### src/rtl/ssp_rx_receive.sv
// SSP receive path: oversampled pin capture, frame-synced MSB-first deserializer, 4x8 receive FIFO.
// Optional sticky overrun flag on sspoeintr when SSP_RX_OVERRUN_EN is defined.
module ssp_rx_receive (
  input  logic       pclk,
  input  logic       clear_b,
  input  logic       psel,
  input  logic       pwrite,
  output logic [7:0] prdata,
  input  logic       sspclkin,
  input  logic       sspfssin,
  input  logic       ssprxd,
`ifdef SSP_RX_OVERRUN_EN
  output logic       sspoeintr,
`endif
  output logic       ssprxintr
);

  typedef enum logic {
    IDLE = 1'b0,
    RECV = 1'b1
  } state_t;

  logic       r_clk_q;
  logic       r_clk_qq;
  logic       r_fss_q;
  logic       r_rxd_q;
  state_t     r_state;
  state_t     w_state_nxt;
  logic [2:0] r_bitcnt;
  logic [2:0] w_bitcnt_nxt;
  logic [7:0] r_shreg;
  logic [7:0] w_shreg_nxt;
  logic       w_evt;
  logic       w_push;
  logic [7:0] r_mem [4];
  logic [1:0] r_rptr;
  logic [1:0] r_wptr;
  logic [2:0] r_count;
  logic       w_rd_req;
  logic       w_rd;
  logic       w_full;
  logic       w_push_ok;

  // clk_qq lags clk_q by one pclk so a rising sspclkin shows up as a one-cycle event.
  always_ff @(posedge pclk or negedge clear_b) begin
    if (!clear_b) begin
      r_clk_q  <= 1'b0;
      r_clk_qq <= 1'b0;
      r_fss_q  <= 1'b0;
      r_rxd_q  <= 1'b0;
    end else begin
      r_clk_q  <= sspclkin;
      r_clk_qq <= r_clk_q;
      r_fss_q  <= sspfssin;
      r_rxd_q  <= ssprxd;
    end
  end

  assign w_evt = r_clk_q & ~r_clk_qq;

  always_comb begin
    w_state_nxt  = r_state;
    w_bitcnt_nxt = r_bitcnt;
    w_shreg_nxt  = r_shreg;
    w_push       = 1'b0;
    case (r_state)
      IDLE: begin
        if (w_evt && r_fss_q) begin
          w_state_nxt  = RECV;
          w_bitcnt_nxt = 3'd0;
        end
      end
      RECV: begin
        if (w_evt) begin
          w_shreg_nxt  = {r_shreg[6:0], r_rxd_q};
          w_bitcnt_nxt = r_bitcnt + 3'd1;
          // The 8th bit completes the word; fss seen on it starts the next frame directly.
          if (r_bitcnt == 3'd7) begin
            w_push       = 1'b1;
            w_bitcnt_nxt = 3'd0;
            w_state_nxt  = r_fss_q ? RECV : IDLE;
          end
        end
      end
      default: w_state_nxt = IDLE;
    endcase
  end

  always_ff @(posedge pclk or negedge clear_b) begin
    if (!clear_b) begin
      r_state  <= IDLE;
      r_bitcnt <= 3'd0;
      r_shreg  <= 8'h00;
    end else begin
      r_state  <= w_state_nxt;
      r_bitcnt <= w_bitcnt_nxt;
      r_shreg  <= w_shreg_nxt;
    end
  end

  assign w_full   = (r_count == 3'd4);
  assign w_rd_req = psel & ~pwrite;
  assign w_rd     = w_rd_req & (r_count != 3'd0);
  // A read from full frees the slot the same edge, so the push still lands.
  assign w_push_ok = w_push & (~w_full | w_rd);

  always_ff @(posedge pclk or negedge clear_b) begin
    if (!clear_b) begin
      for (int i = 0; i < 4; i++) r_mem[i] <= 8'h00;
      r_rptr  <= 2'd0;
      r_wptr  <= 2'd0;
      r_count <= 3'd0;
    end else begin
      if (w_push_ok) begin
        r_mem[r_wptr] <= w_shreg_nxt;
        r_wptr        <= r_wptr + 2'd1;
      end
      if (w_rd) r_rptr <= r_rptr + 2'd1;
      case ({w_push_ok, w_rd})
        2'b10:   r_count <= r_count + 3'd1;
        2'b01:   r_count <= r_count - 3'd1;
        default: r_count <= r_count;
      endcase
    end
  end

  assign prdata    = (r_count != 3'd0) ? r_mem[r_rptr] : 8'h00;
  assign ssprxintr = w_full;

`ifdef SSP_RX_OVERRUN_EN
  logic r_oe;

  always_ff @(posedge pclk or negedge clear_b) begin
    if (!clear_b) begin
      r_oe <= 1'b0;
    end else if (w_rd_req) begin
      r_oe <= 1'b0;
    end else if (w_push && w_full) begin
      r_oe <= 1'b1;
    end
  end

  assign sspoeintr = r_oe;
`endif

endmodule
### config.mk
export PLATFORM = sky130hd
export DESIGN_NAME = ssp_rx_receive
export DESIGN_NICKNAME = d
export VERILOG_FILES = /design/src/rtl/ssp_rx_receive.sv
export SDC_FILE = /design/constraint.sdc
export NUM_CORES = 1
export LEC_CHECK = 0
export BUFFER_PORTS_ARGS = -buffer_cell sky130_fd_sc_hd__buf_2
export CAP_MARGIN = 10
export CORE_ASPECT_RATIO = 1.2
export CORE_MARGIN = 2
export CORE_UTILIZATION = 30
export CTS_CLUSTER_DIAMETER = 100
export DETAILED_ROUTE_END_ITERATION = 8
export GPL_TIMING_DRIVEN = 0
export PLACE_DENSITY_LB_ADDON = 0.12
export SYNTH_ARGS = -nofsm -noshare
export SYNTH_HDL_FRONTEND = slang
export SYNTH_SLANG_ARGS = --single-unit
### constraint.sdc
create_clock -name pclk -period 2.3 [get_ports pclk]
set_input_delay 0.575 -clock pclk [delete_from_list [all_inputs] [get_ports pclk]]
set_output_delay 0.575 -clock pclk [all_outputs]
set_load 0.02 [all_outputs]
* Word level (Yosys, flattened, before mapping)
Index checks and enable logic that the tools add are counted.
Cells by class: divide/modulo/power cells 0, shift-type cells 0, reduce and logical (&&, ||, !) cells 5, eq/ne operators 6, order comparisons 3, bitwise gates (word level) 11, add/sub/neg operators 5, $mul 0, multiplexer cells 22
Operator list (number):
- $mux W8 | 6
- $bwmux W32 | 1
- $bmux W8 S2 | 1
- $demux W8 S2 | 1
- $pmux W3 S2 | 2
- $mux W3 | 3
- $mux W1 | 7
- $add A3 B1 Y3 const B | 2
- $eq A3 B3 Y1 const B | 2
- $ge A3 B3 Y1 const B | 2
- $not A2 Y3 | 2
- $add A2 B1 Y2 const B | 2
- $and A1 B1 Y1 | 4
- $not A1 Y1 | 4
- $lt A3 B1 Y1 const B | 1
- $reduce_bool A3 Y1 | 1
- $sub A3 B1 Y3 const B | 1
- $eq A2 B1 Y1 const B | 1
- $eq A2 B2 Y1 const B | 1
- $logic_and A1 B1 Y1 | 2
- $ne A2 B1 Y1 const B | 1
- $ne A2 B2 Y1 const B | 1
- $pmux W1 S2 | 1
- $reduce_and A2 Y1 | 1
- 2 further kinds | 2
Storage, ports and cells: bits of input ports 7, memories kept 0, flip-flop bits (word level) 55, bits in read-only memories 0, latch bits 0, output and inout port bits 9, word-level logic and storage cells 66, RAM bits 0

* Logic depth before layout (Yosys ltp)
Gate-level depths: netlist of the first run.
depth in word-level cells 7, depth in mapped cells 11, gate-level depth less buffers 11

* Worst setup path before layout of the first run
Ideal clock, no wire load.
path kind reg2reg, start point register r_count[0], end point register r_count[2], path buffers 0, stages on the path, launching flop included 10, period minus slack after synthesis 2321 ps, setup slack -21 ps, data required time 2221 ps, arrival time 2241 ps, setup time 79 ps, cells stage by stage dfrtp_1 > nor3b_4 > a21oi_1 > inv_1 > ha_1 > inv_1 > fa_1 > xor2_1 > nor2_1 > xor2_1
Between the ends: cells in the longest elaborated chain, start to end 6, elaborated cells between the ends (all ways) 12, classes of those cells add/sub (2); eq/ne (3); mux (1); bitwise (4); reduce/logical (2)
Ends and longest elaborated chain:
- from (decl) | RTL line 38 | logic [2:0] r_count;
- from (signal assigned) | RTL line 120 | 2'b10: r_count <= r_count + 3'd1;
- from (signal assigned) | RTL line 121 | 2'b01: r_count <= r_count - 3'd1;
- from (signal assigned) | RTL line 122 | default: r_count <= r_count;
- $eq A3 B3 Y1 * | RTL line 101 | assign w_full = (r_count == 3'd4);
- named net ssprxintr | RTL line 15 | output logic ssprxintr
- $not A1 Y1 * | RTL line 105 | assign w_push_ok = w_push & (~w_full | w_rd);
- $or A1 B1 Y1 * | RTL line 105
- $and A1 B1 Y1 * | RTL line 105
- $eq A2 B1 Y1 / $eq A2 B2 Y1 (equally long branches) | RTL line 119 | case ({w_push_ok, w_rd})
- $pmux W3 S2 / $reduce_bool A2 Y1 (equally long branches)
The timed path passes the listed nets; every way through them passes the cells marked *. A chain may end at the register's enable or synchronous reset.

* Final worst setup path of the first run
start point register r_rptr[0], end point output prdata[1]
Between the ends: cells in the longest elaborated chain, start to end 5
Ends and longest elaborated chain:
- from (decl) | RTL line 36 | logic [1:0] r_rptr;
- from (signal assigned) | RTL line 118 | if (w_rd) r_rptr <= r_rptr + 2'd1;
- $not A2 Y3 (not written as such) | RTL line 127 | assign prdata = (r_count != 3'd0) ? r_mem[r_rptr] : 8'h00;
- $bmux W8 S2 | RTL line 127
- $mux W8 (not written as such) (2 in a row) | RTL line 127
- $mux W8 | RTL line 127
- to (decl) | RTL line 8 | output logic [7:0] prdata,
No other way between the ends. The select of a mux whose other input is x is not followed.

==> impl_metrics.py, run 1 <==
metrics = {
    "critical_path": {
        "path_max_fanout": 10,
        "reg2reg_depth": 11,
        "cp-start-kind": "flop",
        "critPathCaptureType": "output pin",
        "worstSetupPathType": "reg2out",
        "reg2reg_slack_ns": 0.16,
        "required_ns": 1.73,
        "rr_endpoint": "r_count[2]",
        "arrival_ns": 1.65,
        "reg2reg_from": "r_bitcnt[0]",
    },
    "floorplanning": {
        "die_w_um": 89.21,
        "dieArea_um2": 9479,
        "coreArea_um2": 8518,
        "core.rowCount": 37,
        "initial_core_util_pct": 30.68,
        "ios": 16,
        "die_h_um": 106.3,
    },
    "hold_path": {
        "min_path_type": "in2async",
    },
    "sta": {
        "relSlewSlack_pct": 50.17,
        "hold_viol_final": 0,
        "drv_slew": 0,
        "fin_worst_skew_ns": 0.009183,
        "tns_ns": 0,
        "fin_crit_sh_pct": 96.94,
        "fin_hold_ws_ns": 0.2506,
        "finalSetupViolCount": 0,
        "setup_ws_ns": 0.07048,
        "min_period_ns": 2.230,
        "clock.fmax_mhz": 448.5,
        "worstMarginPinSlew_ns": 0.7450,
    },
    "synth": {
        "synthAdderAreaFrac_pct": 4.117,
        "synth_compound_area_share_pct": 4.500,
        "synth_seq_cells": 55,
        "synth_top_family_by_area": "multiplexers",
        "avgSynthCellArea_um2": 12.94,
        "ys_warn_count": 0,
        "syn_nets": 217,
        "synthSimpleGateAreaFrac_pct": 5.361,
        "synthMuxAreaShare_pct": 23.46,
        "syn_inst": 202,
        "synth_xor_area_share_pct": 2.011,
        "syn_area_um2": 2614,
        "ys_types": 25,
        "ys_seq_area_share_pct": 52.66,
    },
    "layout": {
        "finalNonFillerCells": 346,
        "post-route-cell-area_um2": 3055,
        "nFillCells": 868,
        "syn2layout_area_growth_pct": 16.90,
        "utilization_pct": 35.87,
        "nets": 243,
        "drive_above_1_share_pct": 22.71,
        "multi_input_area_um2": 1045,
        "seqCellArea_um2": 1378,
        "diodes": 0,
    },
    "cts": {
        "htreeDepth": 2,
        "ctsLongestPathBuffers": 2,
        "cts_root_buf": "clkbuf_8",
        "path_clk_slew_ns": 0.11,
        "cts_tree": "done",
        "hold_buffers": 0,
        "clkLatencyLatePin_ns": 0.32,
        "cts.sinks": 55,
        "numCtsBuffers": 5,
    },
    "route": {
        "routed_wl_um": 5040,
        "viasPerCell": 4.217,
        "drt_iter0_drc": 56,
        "drt_pre_antenna_iters": 3,
        "avgRoutedWirePerCell_um": 14.57,
        "num_vias": 1459,
        "final_antenna_net_count": 0,
        "drc": 0,
    },
    "global_route": {
        "grt_pass1_wl_um": 8480,
        "grt_max_degree": 33,
        "track_usage_pct": 12.03,
        "antenna_found_initial": 0,
        "use_met1_pct": 16.15,
        "grt_overflow": 0,
        "grt_use_met2_pct": 19.31,
        "grt_pass1_vias": 1630,
        "gr-usage-met3_pct": 2.640,
        "busiest_layer": "met2",
    },
    "place": {
        "dpl.hpwl_um": 3328,
        "place_area_um2": 2875,
        "io_buffers": 15,
        "dp_cells": 336,
        "pre_cts_ws_ns": -0.05846,
        "gp_congestion": 0.7433,
    },
    "run_status": {
        "outcome": "complete, no violations",
    },
    "flow_run": {
        "cap_viol_max_count": 0,
    },
    "pwr": {
        "ir_worst_vdd_mv": 0.4520,
        "p_per_area_nw_per_um2": 1072,
        "p_leak_nw": 1.418,
        "p_total_mw": 3.274,
    },
}
==> cell usage after synthesis <==
cell | number | share of area [%]
nand3b_1 | 1 | 0.29
nor3b_4 | 1 | 0.72
xnor2_1 | 2 | 0.67
clkbuf_1 | 1 | 0.14
mux2i_1 | 41 | 16
a32o_1 | 1 | 0.38
inv_1 | 50 | 7.2
xor2_1 | 4 | 1.3
nor3b_1 | 1 | 0.29
dfrtp_1 | 55 | 53
o21ai_0 | 1 | 0.19
fa_1 | 1 | 0.77
a211oi_4 | 4 | 3.1
nand2_1 | 1 | 0.14
mux4_2 | 8 | 6.9
mux2_2 | 2 | 0.86
buf_2 | 3 | 0.57
nand4b_4 | 1 | 0.91
nor2_1 | 3 | 0.43
nand2b_1 | 1 | 0.24
nor2b_1 | 9 | 2.2
a21oi_1 | 1 | 0.19
nor3_1 | 1 | 0.19
ha_1 | 7 | 3.4
a22o_1 | 2 | 0.67
==> flip-flops by register name, summed over array words and instances, names as in the netlist <==
register  flops
r_rptr        2
r_shreg       8
r_rxd_q       1
r_count       3
r_state       1
r_wptr        2
r_bitcnt      3
r_clk_qq      1
r_fss_q       1
r_mem        32
r_clk_q       1
==> worst max-delay path, cell delays in order, from the launching register on <==
cell     delay, ns
dfrtp_1       0.39
buf_12        0.16
mux4_2        0.49
nor2b_1       0.15
buf_2         0.16
==> layer usage <==
metal  vias up  share of wire [%]
li1        706                  -
met3         8                3.0
met2        19                 49
met1       726                 47
met5         -                  0
met4         0                1.3
==> cell type report <==
cell class                      instances  share of cell area [%]
Clock buffer                            5                   2.252
Tap cell                              117                   4.791
Clock inverter                          3                   2.334
Inverter                               50                   6.143
Sequential cell                        55                   45.09
Timing Repair Buffer                   20                   4.218
Buffer                                  3                  0.9828
Multi-Input combinational cell         93                   34.19
==> what timing repair did <==
| item | 4_1_cts | 5_1_grt |
|---|---|---|
| endpoints found under the hold margin | 0 | 0 |
| gates resized for setup | 2 | 5 |
| setup buffers | 3 | 0 |
| setup endpoints to repair | 9 | 9 |
| pin swaps | 2 | 0 |
==> cell usage in the layout (no fill, tap or decap) <==
master	instances
dfrtp_1	54
inv_1	50
mux2i_1	41
buf_2	17
nor2b_1	9
mux4_2	8
ha_1	5
clkbuf_8	5
a211oi_4	4
xor2_1	4
nor2_1	3
buf_4	3
buf_12	2
a22o_1	2
xnor2_1	2
mux2_2	2
ha_2	2
bufinv_16	2
nor3b_4	1
nor3_2	1
nand2b_1	1
nand4b_4	1
a21oi_2	1
nand3b_1	1
nand2_1	1
o21ai_0	1
a32o_1	1
nor3b_1	1
fa_1	1
inv_8	1
dfrtp_2	1
buf_6	1
==> kinds of logic after synthesis <==
logic type,count (synthesis)
buf+inv,54
fa+ha+maj,8
xor+xnor,6
compound gates,9
flops,55
simple gates,19
mux,51
==> worst max-delay path by stage <==
stage / startpoint / end / slack [ns]
2_1_floorplan: r_count[0] / r_count[2] / 0.03
3_3_place_gp: r_count[0] / r_count[2] / -0.77
3_5_place_dp: pwrite / r_count[2] / -0.06
4_1_cts: r_rptr[1] / prdata[6] / 0.01
5_1_grt: r_rptr[0] / prdata[1] / -0.002
6_report: r_rptr[0] / prdata[1] / 0.07
==> where the power goes <==
part	internal, mW	leakage [nW]	switching, mW
Combinational	0.487	0.787	0.593
Sequential	1.20	0.561	0.203
Clock	0.442	0.0703	0.349
Total	2.13	1.42	1.15
(Power assumes the default switching activity.)
==> inputs of run 2 (changes only) <==
ABC_AREA = 1   (was not set)
clock period = 2.9 ns   (was 2.3 ns; I/O delays follow)
==> impl_metrics.py, run 2 <==
metrics = {
    "synth": {
        "syn_area_um2": 2616,
        "synth_compound_area_share_pct": 5.835,
        "ys_types": 21,
        "synth.area.top_cells": "dfrtp_1, nand2_1, nand3_1",
        "synth_most_common_cell": "nand2_1",
        "async_flop_share_pct": 100.0,
        "synth_top_family_by_area": "simple AND/OR/NAND/NOR gates",
        "synthSimpleGateAreaFrac_pct": 29.70,
        "synthMuxAreaShare_pct": 0,
        "synth_seq_cells": 55,
        "ys_seq_area_share_pct": 52.61,
        "syn_inst": 311,
        "yosys.area.top_type": "dfrtp_1",
        "synth_top_area_share_pct": 52.61,
        "avgSynthCellArea_um2": 8.412,
        "synth.top_cells.by_count": "nand2_1, dfrtp_1, nand3_1",
        "synth_edf_count": 0,
        "synthFlopType": "dfrtp_1",
        "synthAdderAreaFrac_pct": 4.113,
        "synth_xor_area_share_pct": 1.339,
        "ys_warn_count": 0,
        "syn_nets": 326,
    },
    "critical_path": {
        "rr_endpoint": "r_count[2]",
        "reg2reg_slack_ns": 0.66,
        "critPathCaptureType": "output pin",
        "endpoint": "prdata[5]",
        "crit_start": "r_rptr[0]",
        "path_max_fanout": 10,
        "reg2reg_from": "r_bitcnt[0]",
        "reg2reg_depth": 11,
        "required_ns": 2.17,
        "arrival_ns": 1.85,
        "cp-start-kind": "flop",
        "worstSetupPathType": "reg2out",
    },
    "pwr": {
        "p_leak_nw": 1.571,
        "swShare_pct": 40.94,
        "ir_worst_vdd_mv": 0.3229,
        "p_comb_share_pct": 39.9,
        "p_switching_uw": 960.3,
        "p_per_area_nw_per_um2": 793.0,
        "seq_power_share_pct": 39.9,
        "p_total_mw": 2.346,
        "p_int_mw": 1.385,
        "p_clk_share_pct": 20.2,
    },
    "floorplanning": {
        "core.rowCount": 37,
        "initial_core_util_pct": 30.71,
        "die_h_um": 106.3,
        "ios": 16,
        "die_w_um": 89.25,
        "coreArea_um2": 8518,
        "dieArea_um2": 9487,
    },
    "layout": {
        "post-route-cell-area_um2": 2958,
        "drive_above_1_share_pct": 12.24,
        "final_common_cell": "nand2_1",
        "largest_register": "r_mem",
        "largest_reg_flops": 32,
        "nets": 349,
        "finalNonFillerCells": 452,
        "reg.largest.list": "r_mem: 32 flops, r_shreg: 8 flops",
        "final_cell_mix": "nand2_1, dfrtp_1, nand3_1",
        "syn2layout_area_growth_pct": 13.06,
        "nFillCells": 945,
        "diodes": 0,
    },
    "place": {
        "dp_cells": 444,
        "gp_congestion": 0.7548,
        "place_area_um2": 2858,
        "io_buffers": 15,
        "dpl.hpwl_um": 4380,
    },
    "route": {
        "drc": 0,
        "routed_wl_um": 6374,
        "avgRoutedWirePerCell_um": 14.10,
        "final_antenna_net_count": 0,
        "drt_iter0_drc": 148,
        "viasPerCell": 4.606,
        "drt_pre_antenna_iters": 4,
        "num_vias": 2082,
    },
    "sta": {
        "relSlewSlack_pct": 66.70,
        "clock.fmax_mhz": 387.9,
        "min_period_ns": 2.578,
        "drv_slew": 0,
        "finalSetupViolCount": 0,
        "tns_ns": 0,
        "grt_setup_unrepaired": "no",
        "worstMarginPinSlew_ns": 0.4994,
        "fin_worst_skew_ns": 0.006322,
        "hold_viol_final": 0,
        "fin_crit_sh_pct": 88.89,
        "fin_hold_ws_ns": 0.3683,
    },
    "cts": {
        "path_clk_slew_ns": 0.10,
        "cts.sinks": 55,
        "htreeDepth": 2,
        "ctsLongestPathBuffers": 2,
        "post_cts.resized_instances": 0,
        "cts_root_buf": "clkbuf_8",
        "cts_setup_buffers": 0,
        "hold_buffers": 0,
        "cts_tree": "done",
        "numCtsBuffers": 5,
        "clkLatencyLatePin_ns": 0.31,
    },
    "flow_run": {
        "cap_viol_max_count": 0,
    },
    "global_route": {
        "grt_overflow": 0,
        "grt_max_degree": 37,
        "track_usage_pct": 14.98,
        "grt_pass1_wl_um": 10900,
        "grt_pass1_vias": 2069,
        "antenna_found_initial": 0,
    },
    "run_status": {
        "outcome": "complete, no violations",
    },
    "hold_path": {
        "min_path_type": "in2async",
    },
}
[run 2: area by class of cell]
| type | instances | area, µm² | area share [%] |
|---|---|---|---|
| buffer | 13 | 103.9 | 3.511 |
| sequential | 55 | 1376 | 46.53 |
| timing repair buffer | 16 | 95.09 | 3.215 |
| clock buffer | 8 | 100.1 | 3.384 |
| inverter | 17 | 63.81 | 2.157 |
| tap | 117 | 146.4 | 4.949 |
| multi-input combinational | 226 | 1072 | 36.25 |
[run 2: how the worst min path moves through the flow]
stage,endpoint,cells after the start,slack (ns)
2_1_floorplan,r_clk_qq,0,0.39
3_3_place_gp,r_clk_qq,0,0.42
3_5_place_dp,r_clk_qq,0,0.42
4_1_cts,r_bitcnt[2],1,0.38
5_1_grt,r_bitcnt[2],1,0.39
6_report,r_wptr[0],1,0.37
[run 2: power groups by stage]
stage	clock, mW	sequential [mW]	combinational, mW
2_1_floorplan	0	0.937	0.647
3_3_place_gp	0	0.950	0.947
3_5_place_dp	0	0.950	0.953
4_1_cts	0.492	0.935	0.957
5_1_grt	0.510	0.950	1.08
6_report	0.475	0.935	0.936
[run 2: kinds of logic (layout without fill, tap and decap cells)]
family                     after synthesis  after routing
adders and majority gates                8              8
buffers and inverters                   30             54
AOI/OAI and AO/OA                       30             30
xor gates and xnor gates                 4              4
and+or+nand+nor                        184            184
DFF                                     55             55
[run 2: critical path: stages, from the launching register on]
cell and delay (ns):
dfrtp_1 0.37, buf_2 0.17, inv_1 0.23, buf_2 0.30, o21ai_0 0.13, a21oi_1 0.16
buf_2 0.19
[run 2: metal layers]
| metal | global-route usage [%] | routed length (µm) | vias to the layer above |
|---|---|---|---|
| met3 | 2.096 | 199 | 6 |
| met1 | 20.93 | 2950 | 1004 |
| met5 | 0 | 0 | - |
| met2 | 24.29 | 3148 | 29 |
| met4 | 3.838 | 76 | 0 |
| li1 | - | - | 1043 |
[run 2: stage by stage]
| stage | setup WS (ns) | util [%] |
|---|---|---|
| finish | 0.3223 | 34.72 |
| global route | 0.1261 | 34.72 |
| global placement | 0.5179 | 33.31 |
| detailed placement | 0.5183 | 33.55 |
| CTS | 0.2983 | 34.72 |
| floorplan | 0.7857 | - |
==> inputs of run 3 (changes only) <==
CTS_CLUSTER_SIZE = 40   (was not set)
REMOVE_ABC_BUFFERS = 1   (was not set)
SLEW_MARGIN = 20   (was not set)
==> impl_metrics.py, run 3 (synthesis results as in run 2) <==
metrics = {
    "sta": {
        "worstMarginPinSlew_ns": 0.7748,
        "min_period_ns": 2.744,
        "fin_crit_sh_pct": 94.63,
        "fin_hold_ws_ns": 0.4327,
        "fin_worst_skew_ns": 0.01231,
        "clock.fmax_mhz": 364.4,
        "drv_slew": 0,
        "tns_ns": 0,
        "relSlewSlack_pct": 48.22,
        "grt_setup_unrepaired": "no",
        "hold_viol_final": 0,
        "finalSetupViolCount": 0,
    },
    "cts": {
        "cts_root_buf": "clkbuf_8",
        "numCtsBuffers": 5,
        "path_clk_slew_ns": 0.10,
        "cts_tree": "done",
        "cts.sinks": 55,
        "ctsLongestPathBuffers": 2,
        "clkLatencyLatePin_ns": 0.32,
        "cts_setup_buffers": 0,
        "htreeDepth": 2,
    },
    "layout": {
        "seqCellArea_um2": 1378,
        "finalNonFillerCells": 438,
        "diodes": 0,
        "multi_input_area_um2": 1072,
        "reg.largest.list": "r_mem: 32 flops, r_shreg: 8 flops",
        "post-route-cell-area_um2": 2874,
        "final_common_cell": "nand2_1",
        "final_cell_mix": "nand2_1, dfrtp_1, nand3_1",
        "drive_above_1_share_pct": 9.034,
        "nFillCells": 975,
        "syn2layout_area_growth_pct": 9.852,
        "nets": 335,
        "largest_reg_flops": 32,
        "largest_register": "r_mem",
    },
    "critical_path": {
        "required_ns": 2.17,
        "critPathCaptureType": "output pin",
        "crit_path_top_delay_cell": "dfrtp_2",
        "cp_slowest_stage_delay_ns": 0.56,
        "reg2reg_depth": 7,
        "cp-start-kind": "flop",
        "worst-path-buf-inv": 2,
        "endpoint": "prdata[3]",
        "crit_family": "buffers and inverters",
        "path_max_fanout": 18,
        "arrival_ns": 2.02,
        "worstSetupPathType": "reg2out",
        "reg2reg_from": "r_state",
        "rr_endpoint": "r_count[1]",
        "path_cells": "inv_1 -> o21ai_0 -> a21oi_1 -> buf_2",
        "crit_start": "r_rptr[0]",
        "path_depth": 4,
        "reg2reg_slack_ns": 0.35,
    },
    "floorplanning": {
        "core.rowCount": 37,
        "dieArea_um2": 9487,
        "coreArea_um2": 8518,
        "die_w_um": 89.25,
        "initial_core_util_pct": 30.71,
        "ios": 16,
        "die_h_um": 106.3,
    },
    "place": {
        "dp_cells": 430,
        "gp_congestion": 0.7466,
        "place_area_um2": 2736,
        "dpl.hpwl_um": 4053,
        "io_buffers": 15,
    },
    "global_route": {
        "grt_overflow": 0,
        "track_usage_pct": 14.64,
        "grt_pass1_vias": 2093,
        "grt_max_degree": 56,
        "antenna_found_initial": 0,
        "grt_pass1_wl_um": 10650,
    },
    "route": {
        "drt_pre_antenna_iters": 4,
        "num_vias": 2069,
        "drt_iter0_drc": 116,
        "routed_wl_um": 6224,
        "drc": 0,
        "viasPerCell": 4.724,
        "final_antenna_net_count": 0,
        "avgRoutedWirePerCell_um": 14.21,
    },
    "pwr": {
        "p_per_area_nw_per_um2": 850.1,
        "p_int_mw": 1.479,
        "p_clk_share_pct": 24.9,
        "p_leak_nw": 1.507,
        "ir_worst_vdd_mv": 0.3665,
        "p_comb_share_pct": 33.9,
        "seq_power_share_pct": 41.2,
        "swShare_pct": 39.45,
        "p_total_mw": 2.443,
        "p_switching_uw": 963.9,
    },
    "run_status": {
        "outcome": "complete, no violations",
    },
    "flow_run": {
        "cap_viol_max_count": 0,
    },
    "hold_path": {
        "hold_path_startpoint": "r_clk_q",
        "min_path_type": "reg2reg",
    },
}
[run 3: cell types whose count changed in the layout (fill, tap and decap cells not counted)]
cell / change
clkbuf_8: -2
dfrtp_1: -1
buf_12: -1
clkinv_1: -1
clkinvlp_4: +1
buf_2: -6
buf_6: -5
buf_4: -2
bufinv_16: +2
dfrtp_2: +1
[run 3: repair_timing]
action                                  in CTS  in global routing
endpoints found under the setup margin       8                  1
hold buffers                                 0                  0
resized for setup                            1                  1
[run 3: per-layer routing]
layer,track usage (%),wire (µm),up-vias
met4,4.584,109,0
li1,-,-,1014
met3,2.795,212,9
met1,20.77,3030,1005
met2,22.38,2872,41
met5,0,0,-
[run 3: worst min-delay path by stage]
| stage | to | cells past startpoint |
|---|---|---|
| 2_1_floorplan | r_clk_qq | 0 |
| 3_3_place_gp | r_clk_qq | 0 |
| 3_5_place_dp | r_clk_qq | 0 |
| 4_1_cts | r_clk_qq | 0 |
| 5_1_grt | r_clk_qq | 0 |
| 6_report | r_clk_qq | 0 |
[run 3: stage by stage]
stage / utilization, % / setup WS [ns]
finish: 33.74 / 0.1557
global route: 33.74 / 0.01677
CTS: 33.70 / 0.09115
detailed placement: 32.12 / 0.1871
global placement: 32.09 / 0.1982
floorplan: - / 0.7857
[run 3: final cells by class]
cell class	count	share of cell area [%]
Sequential cell	55	47.93
Multi-Input combinational cell	226	37.31
Clock buffer	6	2.525
Timing Repair Buffer	15	2.699
Inverter	17	2.351
Tap cell	117	5.094
Clock inverter	2	2.090
[run 3: power by group through the flow]
stage	sequential [mW]	combinational (mW)	clock, mW
floorplan	0.975	0.568	0
global placement	1.02	0.832	0
detailed placement	1.02	0.837	0
CTS	1.01	0.840	0.639
global route	1.03	0.946	0.663
finish	1.01	0.827	0.609
